<file path="src/rtl/pe_arb_pkg.sv">
// Shared types and helpers for the pe_arb_ctrl grant controller.
// Optional round-robin selection is enabled with macro PE_ARB_ROUND_ROBIN_EN.
package pe_arb_pkg;

    localparam int unsigned STATE_W = 2;

    typedef enum logic [STATE_W-1:0] {
        IDLE  = 2'd0,
        GRANT = 2'd1,
        GAP   = 2'd2
    } state_t;

    // Binary index of the set bit in a one-hot vector (up to 8 requesters).
    function automatic logic [2:0] oh2idx(input logic [7:0] oh);
        logic [2:0] idx;
        idx = '0;
        for (int unsigned i = 0; i < 8; i++) begin
            if (oh[i]) idx = 3'(i);
        end
        return idx;
    endfunction

endpackage

</file>
<file path="src/rtl/pe_arb_pick.sv">
// Combinational winner selection: searches the unmasked request vector
// downward from a start index with wrap-around; the first set bit wins.
module pe_arb_pick
    import pe_arb_pkg::*;
#(
    parameter int unsigned N   = 3,
    parameter int unsigned IDW = 2
) (
    input  logic [N-1:0]   i_req,
    input  logic [N-1:0]   i_mask,
    input  logic [IDW-1:0] i_start,
    output logic [N-1:0]   o_win,
    output logic [IDW-1:0] o_idx,
    output logic           o_any
);

    logic [N-1:0] w_masked;
    logic [N-1:0] w_win;
    int unsigned  w_best_d;
    int unsigned  w_d;

    assign w_masked = i_req & ~i_mask;

    // Winner is the candidate with the smallest downward distance from i_start.
    always_comb begin
        w_win    = '0;
        w_best_d = N;
        w_d      = 0;
        for (int unsigned i = 0; i < N; i++) begin
            w_d = (int'(i_start) + N - i) % N;
            if (w_masked[i] && (w_d < w_best_d)) begin
                w_best_d = w_d;
                w_win    = '0;
                w_win[i] = 1'b1;
            end
        end
    end

    assign o_win = w_win;
    assign o_idx = IDW'(oh2idx(8'(w_win)));
    assign o_any = |w_masked;

endmodule

</file>
<file path="src/rtl/pe_arb_ctrl.sv">
// Grant controller sharing one resource among N requesters: registered
// one-hot grant, bounded hold with preemption and a one-cycle turnaround gap.
// Define PE_ARB_ROUND_ROBIN_EN for rotating selection; default is fixed
// priority with the highest index winning.
module pe_arb_ctrl
    import pe_arb_pkg::*;
#(
    parameter int unsigned N        = 3,
    parameter int unsigned IDW      = 2,
    parameter int unsigned MAX_HOLD = 4,
    parameter int unsigned HCW      = 3
) (
    input  logic           clk,
    input  logic           rst,
    input  logic [N-1:0]   req,
    output logic [N-1:0]   gnt,
    output logic [IDW-1:0] gnt_id,
    output logic           gnt_vld,
    output logic           preempt
);

    state_t         r_state;
    logic [HCW-1:0] r_hold;
    logic [N-1:0]   r_mask;
    logic [N-1:0]   r_gnt;
    logic [IDW-1:0] r_gnt_id;
    logic           r_gnt_vld;
    logic           r_preempt;

    logic [N-1:0]   w_win;
    logic [IDW-1:0] w_idx;
    logic           w_any;
    logic [IDW-1:0] w_start;
    logic           w_owner_req;
    logic           w_others_req;
    logic           w_timeout;

`ifdef PE_ARB_ROUND_ROBIN_EN
    logic [IDW-1:0] r_rr_ptr;
    assign w_start = r_rr_ptr;
`else
    assign w_start = IDW'(N - 1);
`endif

    pe_arb_pick #(
        .N   (N),
        .IDW (IDW)
    ) u_pick (
        .i_req   (req),
        .i_mask  (r_mask),
        .i_start (w_start),
        .o_win   (w_win),
        .o_idx   (w_idx),
        .o_any   (w_any)
    );

    // Owner is tracked by the registered one-hot grant, so no index decode is needed.
    assign w_owner_req  = |(req & r_gnt);
    assign w_others_req = |(req & ~r_gnt);
    assign w_timeout    = (MAX_HOLD != 0) && (r_hold == HCW'(MAX_HOLD));

    // Grant FSM with registered outputs, hold counter and one-shot mask.
    always_ff @(posedge clk) begin
        if (rst) begin
            r_state   <= IDLE;
            r_hold    <= '0;
            r_mask    <= '0;
            r_gnt     <= '0;
            r_gnt_id  <= '0;
            r_gnt_vld <= 1'b0;
            r_preempt <= 1'b0;
        end else begin
            r_preempt <= 1'b0;
            case (r_state)
                IDLE: begin
                    if (w_any) begin
                        r_state   <= GRANT;
                        r_gnt     <= w_win;
                        r_gnt_id  <= w_idx;
                        r_gnt_vld <= 1'b1;
                        r_hold    <= HCW'(1);
                        r_mask    <= '0;
                    end else if (|req) begin
                        r_mask <= '0;
                    end
                end
                GRANT: begin
                    if (!w_owner_req || w_timeout) begin
                        r_state   <= GAP;
                        r_gnt     <= '0;
                        r_gnt_id  <= '0;
                        r_gnt_vld <= 1'b0;
                        r_hold    <= '0;
                        // Release wins over timeout: preempt and mask only for a live owner.
                        if (w_owner_req) begin
                            r_preempt <= 1'b1;
                            r_mask    <= w_others_req ? r_gnt : '0;
                        end else begin
                            r_mask <= '0;
                        end
                    end else if (r_hold != '1) begin
                        r_hold <= r_hold + 1'b1;
                    end
                end
                GAP: begin
                    r_state <= IDLE;
                end
                default: begin
                    r_state <= IDLE;
                end
            endcase
        end
    end

`ifdef PE_ARB_ROUND_ROBIN_EN
    // Rotate the search start to just below the most recent winner.
    always_ff @(posedge clk) begin
        if (rst) begin
            r_rr_ptr <= IDW'(N - 1);
        end else if ((r_state == IDLE) && w_any) begin
            r_rr_ptr <= (w_idx == '0) ? IDW'(N - 1) : (w_idx - 1'b1);
        end
    end
`endif

    assign gnt     = r_gnt;
    assign gnt_id  = r_gnt_id;
    assign gnt_vld = r_gnt_vld;
    assign preempt = r_preempt;

endmodule

</file>
<file path="config.mk">
export PLATFORM = sky130hd
export DESIGN_NAME = pe_arb_ctrl
export DESIGN_NICKNAME = d
export VERILOG_FILES = /design/src/rtl/pe_arb_pkg.sv /design/src/rtl/pe_arb_pick.sv /design/src/rtl/pe_arb_ctrl.sv
export SDC_FILE = /design/constraint.sdc
export NUM_CORES = 1
export LEC_CHECK = 0
export ABC_AREA = 1
export CELL_PAD_IN_SITES_DETAIL_PLACEMENT = 0
export CELL_PAD_IN_SITES_GLOBAL_PLACEMENT = 1
export CORE_UTILIZATION = 45
export CTS_CLUSTER_SIZE = 24
export DETAILED_ROUTE_END_ITERATION = 16
export PLACE_DENSITY_LB_ADDON = 0.1
export SLEW_MARGIN = 20
export SYNTH_ARGS = -nofsm -noshare
export SYNTH_HDL_FRONTEND = slang
export SYNTH_HIERARCHICAL = 1
export SYNTH_SLANG_ARGS = --single-unit
</file>
<file path="constraint.sdc">
create_clock -name clk -period 3.2 [get_ports clk]
set_input_delay 0.8 -clock clk [delete_from_list [all_inputs] [get_ports clk]]
set_output_delay 0.8 -clock clk [all_outputs]
set_load 0.01 [all_outputs]
</file>
# [Word-level counts from Yosys, hierarchy flattened]
# Index checks and enable logic that the tools add are counted.
[totals] ff_bits=15 latchBits=0 ram_bits=0 rom_bits=0 input_bits=5 output_inout_bits=7 wordCells=69 mem_count=0
[op_classes] add_sub_neg=1 mul=0 n_div=0 order_cmp=2 eq_ne=7 shift=0 n_mux=30 bitwise=7 n_reduce_logical=15
[op_table] op="two-way mux 3 bit" n=11
[op_table] op="case mux 3 bit (2 select lines)" n=3
[op_table] op="OR reduction 3 bit" n=5
[op_table] op="two-way mux 2 bit" n=7
[op_table] op="bitwise AND 3 bit" n=3
[op_table] op="AND reduction 3 bit" n=3
[op_table] op="case mux 2 bit (2 select lines)" n=2
[op_table] op="two-way mux 1 bit" n=6
[op_table] op="inequality test 3 bit (second input constant)" n=2
[op_table] op="inverter 3 bit" n=2
[op_table] op="< comparator 1 x 2 -> 1 bit (first input constant)" n=2
[op_table] op="adder 3 x 1 -> 3 bit (second input constant)" n=1
[op_table] op="equality test 3 bit (second input constant)" n=1
[op_table] op="inequality test 3 x 2 -> 1 bit (second input constant)" n=1
[op_table] op="equality test 2 x 1 -> 1 bit (second input constant)" n=1
[op_table] op="logical AND 1 bit" n=2
[op_table] op="zero test 2 bit" n=1
[op_table] op="inequality test 2 x 1 -> 1 bit (second input constant)" n=1
[op_table] op="inequality test 2 bit (second input constant)" n=1
[op_table] op="inverter 1 bit" n=2
[op_table] op="case mux 1 bit (2 select lines)" n=1
[op_table] op="AND reduction 2 bit" n=1
[op_table] op="nonzero test 2 bit" n=1
[op_table] op="zero test 1 bit" n=1
[op_table] op="logical OR 1 bit" n=1

# [Depth between registers and ports, before layout]
[depth] depth_word=13 ltp_mapped=39 ltp_nobuf=37

# [Hierarchy]
# The synthesis kept the hierarchy.
[by_module_without_submodules] module="pe_arb_pick" instances=1 cells_each=369 area_each_um2=2253.4 seq_area_each_um2=0.0
[by_module_without_submodules] module="pe_arb_ctrl" instances=1 cells_each=106 area_each_um2=753.2 seq_area_each_um2=300.3

# [Worst setup path after synthesis]
# No wires, ideal clock.
[synth_timing] path_kind="input to register" startpoint="in req[1]" endpoint="reg r_gnt[1] (netlist: gnt[1])" setup_time_ns=0.070 t_arrival_ns=2.520 required_time_ns=3.130 path_slack_ns=0.610 cell_stages=20 n_path_buf=1 path_cell_list="nand2_1 > a211oi_1 > o211ai_1 > nor2_2 > nand2_4 > o21ai_0 > ha_1 > nand2_1 > nand2_1 > nand2_1 > nand2_1 > nand2_1 > nand2_1 > nand2_1 > nand2_1 > nand2_1 > a21oi_1 > buf_4 > nand3_1 > a21oi_1"
[synth_via] elab_chain_len=8 elab_cells_between_ends=17 classes_between="order compare (1); eq/ne (2); mux (5); bitwise (2); reduce/logical (7)"
[synth_lines] item="start, declared" line="pe_arb_ctrl.sv:15" text="input logic [N-1:0] req,"
[synth_lines] item="bitwise AND 3 bit (*)" line="pe_arb_pick.sv:22" text="assign w_masked = i_req & ~i_mask;"
[synth_lines] item="logical AND 1 bit (*)" line="pe_arb_pick.sv:31" text="if (w_masked[i] && (w_d < w_best_d)) begin"
[synth_lines] item="two-way mux 2 bit" line="pe_arb_pick.sv:31"
[synth_lines] item="< comparator 1 x 2 -> 1 bit" line="pe_arb_pick.sv:31"
[synth_lines] item="logical AND 1 bit" line="pe_arb_pick.sv:31"
[synth_lines] item="two-way mux 3 bit (*)" line="pe_arb_pick.sv:31"
[synth_lines] item="via w_win[1]" line="pe_arb_ctrl.sv:30" text="logic [N-1:0] w_win;"
[synth_lines] item="two-way mux 3 bit (*)" line="pe_arb_ctrl.sv:76" text="if (w_any) begin"
[synth_lines] item="case mux 3 bit (2 select lines) (*)" line="pe_arb_ctrl.sv:74" text="case (r_state)"
[synth_lines] item="end signal, assigned" line="pe_arb_ctrl.sv:78" text="r_gnt <= w_win;"
[synth_lines] item="end, declared" line="pe_arb_ctrl.sv:25" text="logic [N-1:0] r_gnt;"
# Mark *: on every way through the listed nets, which the timed path passes. The rest lies on a longest branch. The select of a mux whose other input is x is not followed.
# A chain may end at the register's enable or synchronous reset.

# [Worst setup path in the final report]
[layout_timing] startpoint="in req[1]" endpoint="reg r_gnt_id[0] (netlist: gnt_id[0])"
[layout_via] elab_chain_len=10 elab_cells_between_ends=19 classes_between="order compare (1); eq/ne (2); mux (7); bitwise (2); reduce/logical (7)"
[layout_lines] item="bitwise AND 3 bit (*)" line="pe_arb_pick.sv:22"
[layout_lines] item="logical AND 1 bit (*)" line="pe_arb_pick.sv:31"
[layout_lines] item="two-way mux 2 bit" line="pe_arb_pick.sv:31"
[layout_lines] item="< comparator 1 x 2 -> 1 bit" line="pe_arb_pick.sv:31"
[layout_lines] item="logical AND 1 bit" line="pe_arb_pick.sv:31"
[layout_lines] item="two-way mux 3 bit (*)" line="pe_arb_pick.sv:31"
[layout_lines] item="two-way mux 1 bit" line="pe_arb_pkg.sv:18" text="if (oh[i]) idx = 3'(i);"
[layout_lines] item="two-way mux 2 bit (*)" line="pe_arb_pkg.sv:18"
[layout_lines] item="via w_idx[0]" line="pe_arb_ctrl.sv:31" text="logic [IDW-1:0] w_idx;"
[layout_lines] item="two-way mux 2 bit (*)" line="pe_arb_ctrl.sv:76"
[layout_lines] item="case mux 2 bit (2 select lines) (*)" line="pe_arb_ctrl.sv:74"
[layout_lines] item="end signal, assigned" line="pe_arb_ctrl.sv:79" text="r_gnt_id <= w_idx;"
[layout_lines] item="end, declared" line="pe_arb_ctrl.sv:26" text="logic [IDW-1:0] r_gnt_id;"
# Marked as above.

==> results.json <==
{
  "routed_via_density": 5.11,
  "design_area_mm2": 0.00336,
  "synth.distinct_cells": 36,
  "synth_flop_cell": "dfxtp_1",
  "drt-total-wl_um": 6540,
  "synth_area_mm2": 0.00301,
  "cp_num_buf_inv": 1,
  "cp.depth": 20,
  "grt_max_degree": 31,
  "avgRoutedWirePerCell_um": 11.1,
  "track_usage_pct": 19.2,
  "worst_path_max_delay_cell": "clkdlybuf4s50_1",
  "drt-initial-drc-count": 124,
  "hold_viol_final": 0,
  "yosysWarnings": 6,
  "grt_pass1_vias": 2777,
  "drtAntennaViolNets": 0,
  "core-area_mm2": 0.00639,
  "p_leak_uw": 0.00185,
  "r2r_cells": 20,
  "worst-setup-path-type": "input pin to flop",
  "required_ns": 3.38,
  "crit_top_cell": "nand2_1",
  "io_buffers": 11,
  "finClkSkew_ns": 0.00128,
  "fp.dieW_um": 83.7,
  "gp_congestion": 0.828,
  "place_area_mm2": 0.00330,
  "synth-seq-area-share_pct": 9.99,
  "crit_path_start_kind": "input pin",
  "drive_gt1_share_pct": 4.88,
  "synth-async-reset-ratio_pct": 0,
  "synth_seq_cells": 15,
  "clock-sinks": 15,
  "n_antenna_cell": 0,
  "busiest_layer": "met2",
  "hold_ws_ns": 0.464,
  "first_pass_iters": 4,
  "post-route-period-util_pct": 91.9,
  "finalCriticalPeriod_ns": 2.94,
  "synth-edff-count": 0,
  "drc": 0,
  "slew_viol_final": 0,
  "path_cells": "clkdlybuf4s50_1 > nand2_1 > a211oi_2 > o211ai_1 > nor2_2 > nand2_4 > o21ai_0 > ha_1 > nand2_1 > nand2_1 > nand2_1 > nand2_1 > nand2_1 > nand2_1 > nand2_1 > nand2_1 > nand2_1 > a21oi_2 > nand3_1 > a21oi_1",
  "cts_setup_buffers": 0,
  "grtUsageMet3_pct": 0.989,
  "cp.arrival_ns": 3.12,
  "r2r_end": "gnt_id[0]",
  "ios": 12,
  "die_area_mm2": 0.00701,
  "outcome": "finished clean",
  "syn_inst": 475,
  "cellPowerDensity_mw_per_mm2": 289,
  "postLayoutCoreUtil_pct": 52.6,
  "core.rowCount": 29,
  "crit_family": "simple AND/OR/NAND/NOR gates",
  "end_kind": "flop",
  "area_growth_pct": 11.7,
  "cpPeakStageDelay_ns": 0.48,
  "ir_worst_vdd_v": 0.000267,
  "clk_pin_slew_ns": 0.06,
  "cts_tree": "yes",
  "vias": 3007,
  "cts_buffer_depth": 2,
  "syn_avg_cell_area_um2": 6.33,
  "maxCapViolCount": 0,
  "hold_path.class": "flop to flop",
  "cts_inserted_buffers": 3,
  "fmax_ghz": 0.340,
  "cts_hold_repair.buffers": 0,
  "finalSetupViolations": 0,
  "antenna_found_initial": 0,
  "grt-ovfl-total": 0,
  "post-dp-hpwl_um": 4950,
  "hold_path_depth": 2,
  "htreeDepth": 1,
  "cp_max_fo": 4,
  "die_h_um": 83.7,
  "start_util_pct": 47.1,
  "relSlewSlack_pct": 40.8,
  "timing.rr.start": "r_mask[1]",
  "clock_latency_ns": 0.25,
  "grt_pass1_wl_um": 11600,
  "use_met1_pct": 26.1,
  "startpoint": "req[1]",
  "cts_resized": 0,
  "worstMarginPinSlew_ns": 0.866,
  "cts_root_buf": "clkbuf_8",
  "use_met2_pct": 33.5,
  "power_uw": 969,
  "crit_end": "gnt_id[0]",
  "fin_nets": 593,
  "ff2ff_setup_slack_ns": 0.95
}
## routing by layer
| layer | vias to the layer above | share of wire [%] |
|---|---|---|
| li1 | 1625 | - |
| met1 | 1337 | 51 |
| met2 | 41 | 47 |
| met3 | 4 | 1.7 |
| met4 | 0 | 0.38 |
| met5 | - | 0 |
## tightest hold or removal path: stages, from the launching register on
cell and delay, ns:
dfxtp_1 0.31, nand2_1 0.06, a21oi_1 0.05
## power breakdown
group | internal [uW] | switching [uW]
Sequential | 202 | 12.1
Combinational | 238 | 360
Clock | 86.3 | 70.4
## sequential cells by signal, indices dropped and copies added (netlist names)
register / cells
gnt_vld: 1
gnt: 3
r_mask: 3
r_hold: 3
preempt: 1
r_state: 2
gnt_id: 2
## cells in the mapped netlist (2+ instances only)
| cell | number | share of area (%) |
|---|---|---|
| nand4_1 | 8 | 1.7 |
| buf_4 | 2 | 0.50 |
| nor2_4 | 2 | 0.75 |
| inv_1 | 43 | 5.4 |
| nor3_1 | 3 | 0.50 |
| clkbuf_1 | 15 | 1.9 |
| nand3_1 | 21 | 3.5 |
| a21oi_1 | 54 | 9.0 |
| nor2_2 | 3 | 0.62 |
| nor2_1 | 47 | 5.9 |
| nand3_2 | 2 | 0.67 |
| o21ai_0 | 30 | 5.0 |
| conb_1 | 3 | 0.37 |
| a211oi_1 | 5 | 1.2 |
| ha_1 | 74 | 31 |
| o21ai_1 | 2 | 0.33 |
| nand2_1 | 126 | 16 |
| buf_1 | 2 | 0.25 |
| dfxtp_1 | 15 | 10 |
| nand2_4 | 2 | 0.75 |
## through the flow
step                      TNS (ns)  setup slack [ns]  std cells
final                            0             0.259        589
after floorplan                  0             0.610        513
after CTS                        0             0.161        589
after global routing      -0.00175          -0.00175        589
after detailed placement    -0.191           -0.0917        585
after global placement      -0.278            -0.122        585
## cells in the final DEF, fill, tap and decap left out
master / Yosys / routed
a2111oi_0: 1 / 1
a211oi_1: 5 / 4
a211oi_2: 0 / 1
a21boi_1: 1 / 1
a21oi_1: 54 / 53
a21oi_2: 0 / 1
a31oi_1: 1 / 1
buf_4: 2 / 4
clkbuf_8: 0 / 3
clkdlybuf4s50_1: 0 / 11
clkinv_1: 1 / 1
clkinv_2: 0 / 1
conb_1: 3 / 41
dfxtp_1: 15 / 15
fa_1: 1 / 1
ha_1: 74 / 74
inv_1: 43 / 43
inv_2: 1 / 1
nand2_1: 126 / 126
nand2_2: 1 / 1
nand2_4: 2 / 2
nand3_1: 21 / 21
nand3_2: 2 / 2
nand3_4: 1 / 1
nand4_1: 8 / 8
nor2_1: 47 / 47
nor2_2: 3 / 3
nor2_4: 2 / 2
nor3_1: 3 / 3
nor4_1: 1 / 1
nor4_4: 1 / 1
o211ai_1: 1 / 1
o21a_1: 1 / 1
o21ai_0: 30 / 30
o21ai_1: 2 / 2
o21ai_4: 1 / 1
o221a_2: 1 / 1
o221ai_1: 1 / 1
## area by class of cell
class                           instances  area, um2
Timing Repair Buffer                   15        140
Multi-Input combinational cell        433       2610
Tap cell                               77       96.3
Inverter                               45        169
Clock inverter                          1       5.00
Fill cell                             665       3030
Clock buffer                            3       41.3
Sequential cell                        15        300
## cells by family (layout without fill, tap and decap cells)
| kind of cell | count (synthesis) | after routing | synth area share [%] |
|---|---|---|---|
| other | 3 | 41 | 0.375 |
| AO/OA/AOI/OAI | 99 | 99 | 18.0 |
| buffers and inverters | 65 | 64 | 8.41 |
| flip-flops | 15 | 15 | 9.99 |
| adder cells (fa/ha/maj) | 75 | 75 | 31.5 |
| AND/OR/NAND/NOR | 218 | 218 | 31.8 |
## worst min-delay path by stage
stage / from / endpoint / slack (ns)
after global routing: gnt_id[1] / gnt_id[1] / 0.48
after detailed placement: gnt_id[1] / gnt_id[1] / 0.46
final: gnt_id[1] / gnt_id[1] / 0.46
after CTS: gnt_id[1] / gnt_id[1] / 0.47
after floorplan: r_hold[1] / r_hold[1] / 0.47
after global placement: gnt_vld / gnt_vld / 0.45
Power figures use the tool's default switching activity.
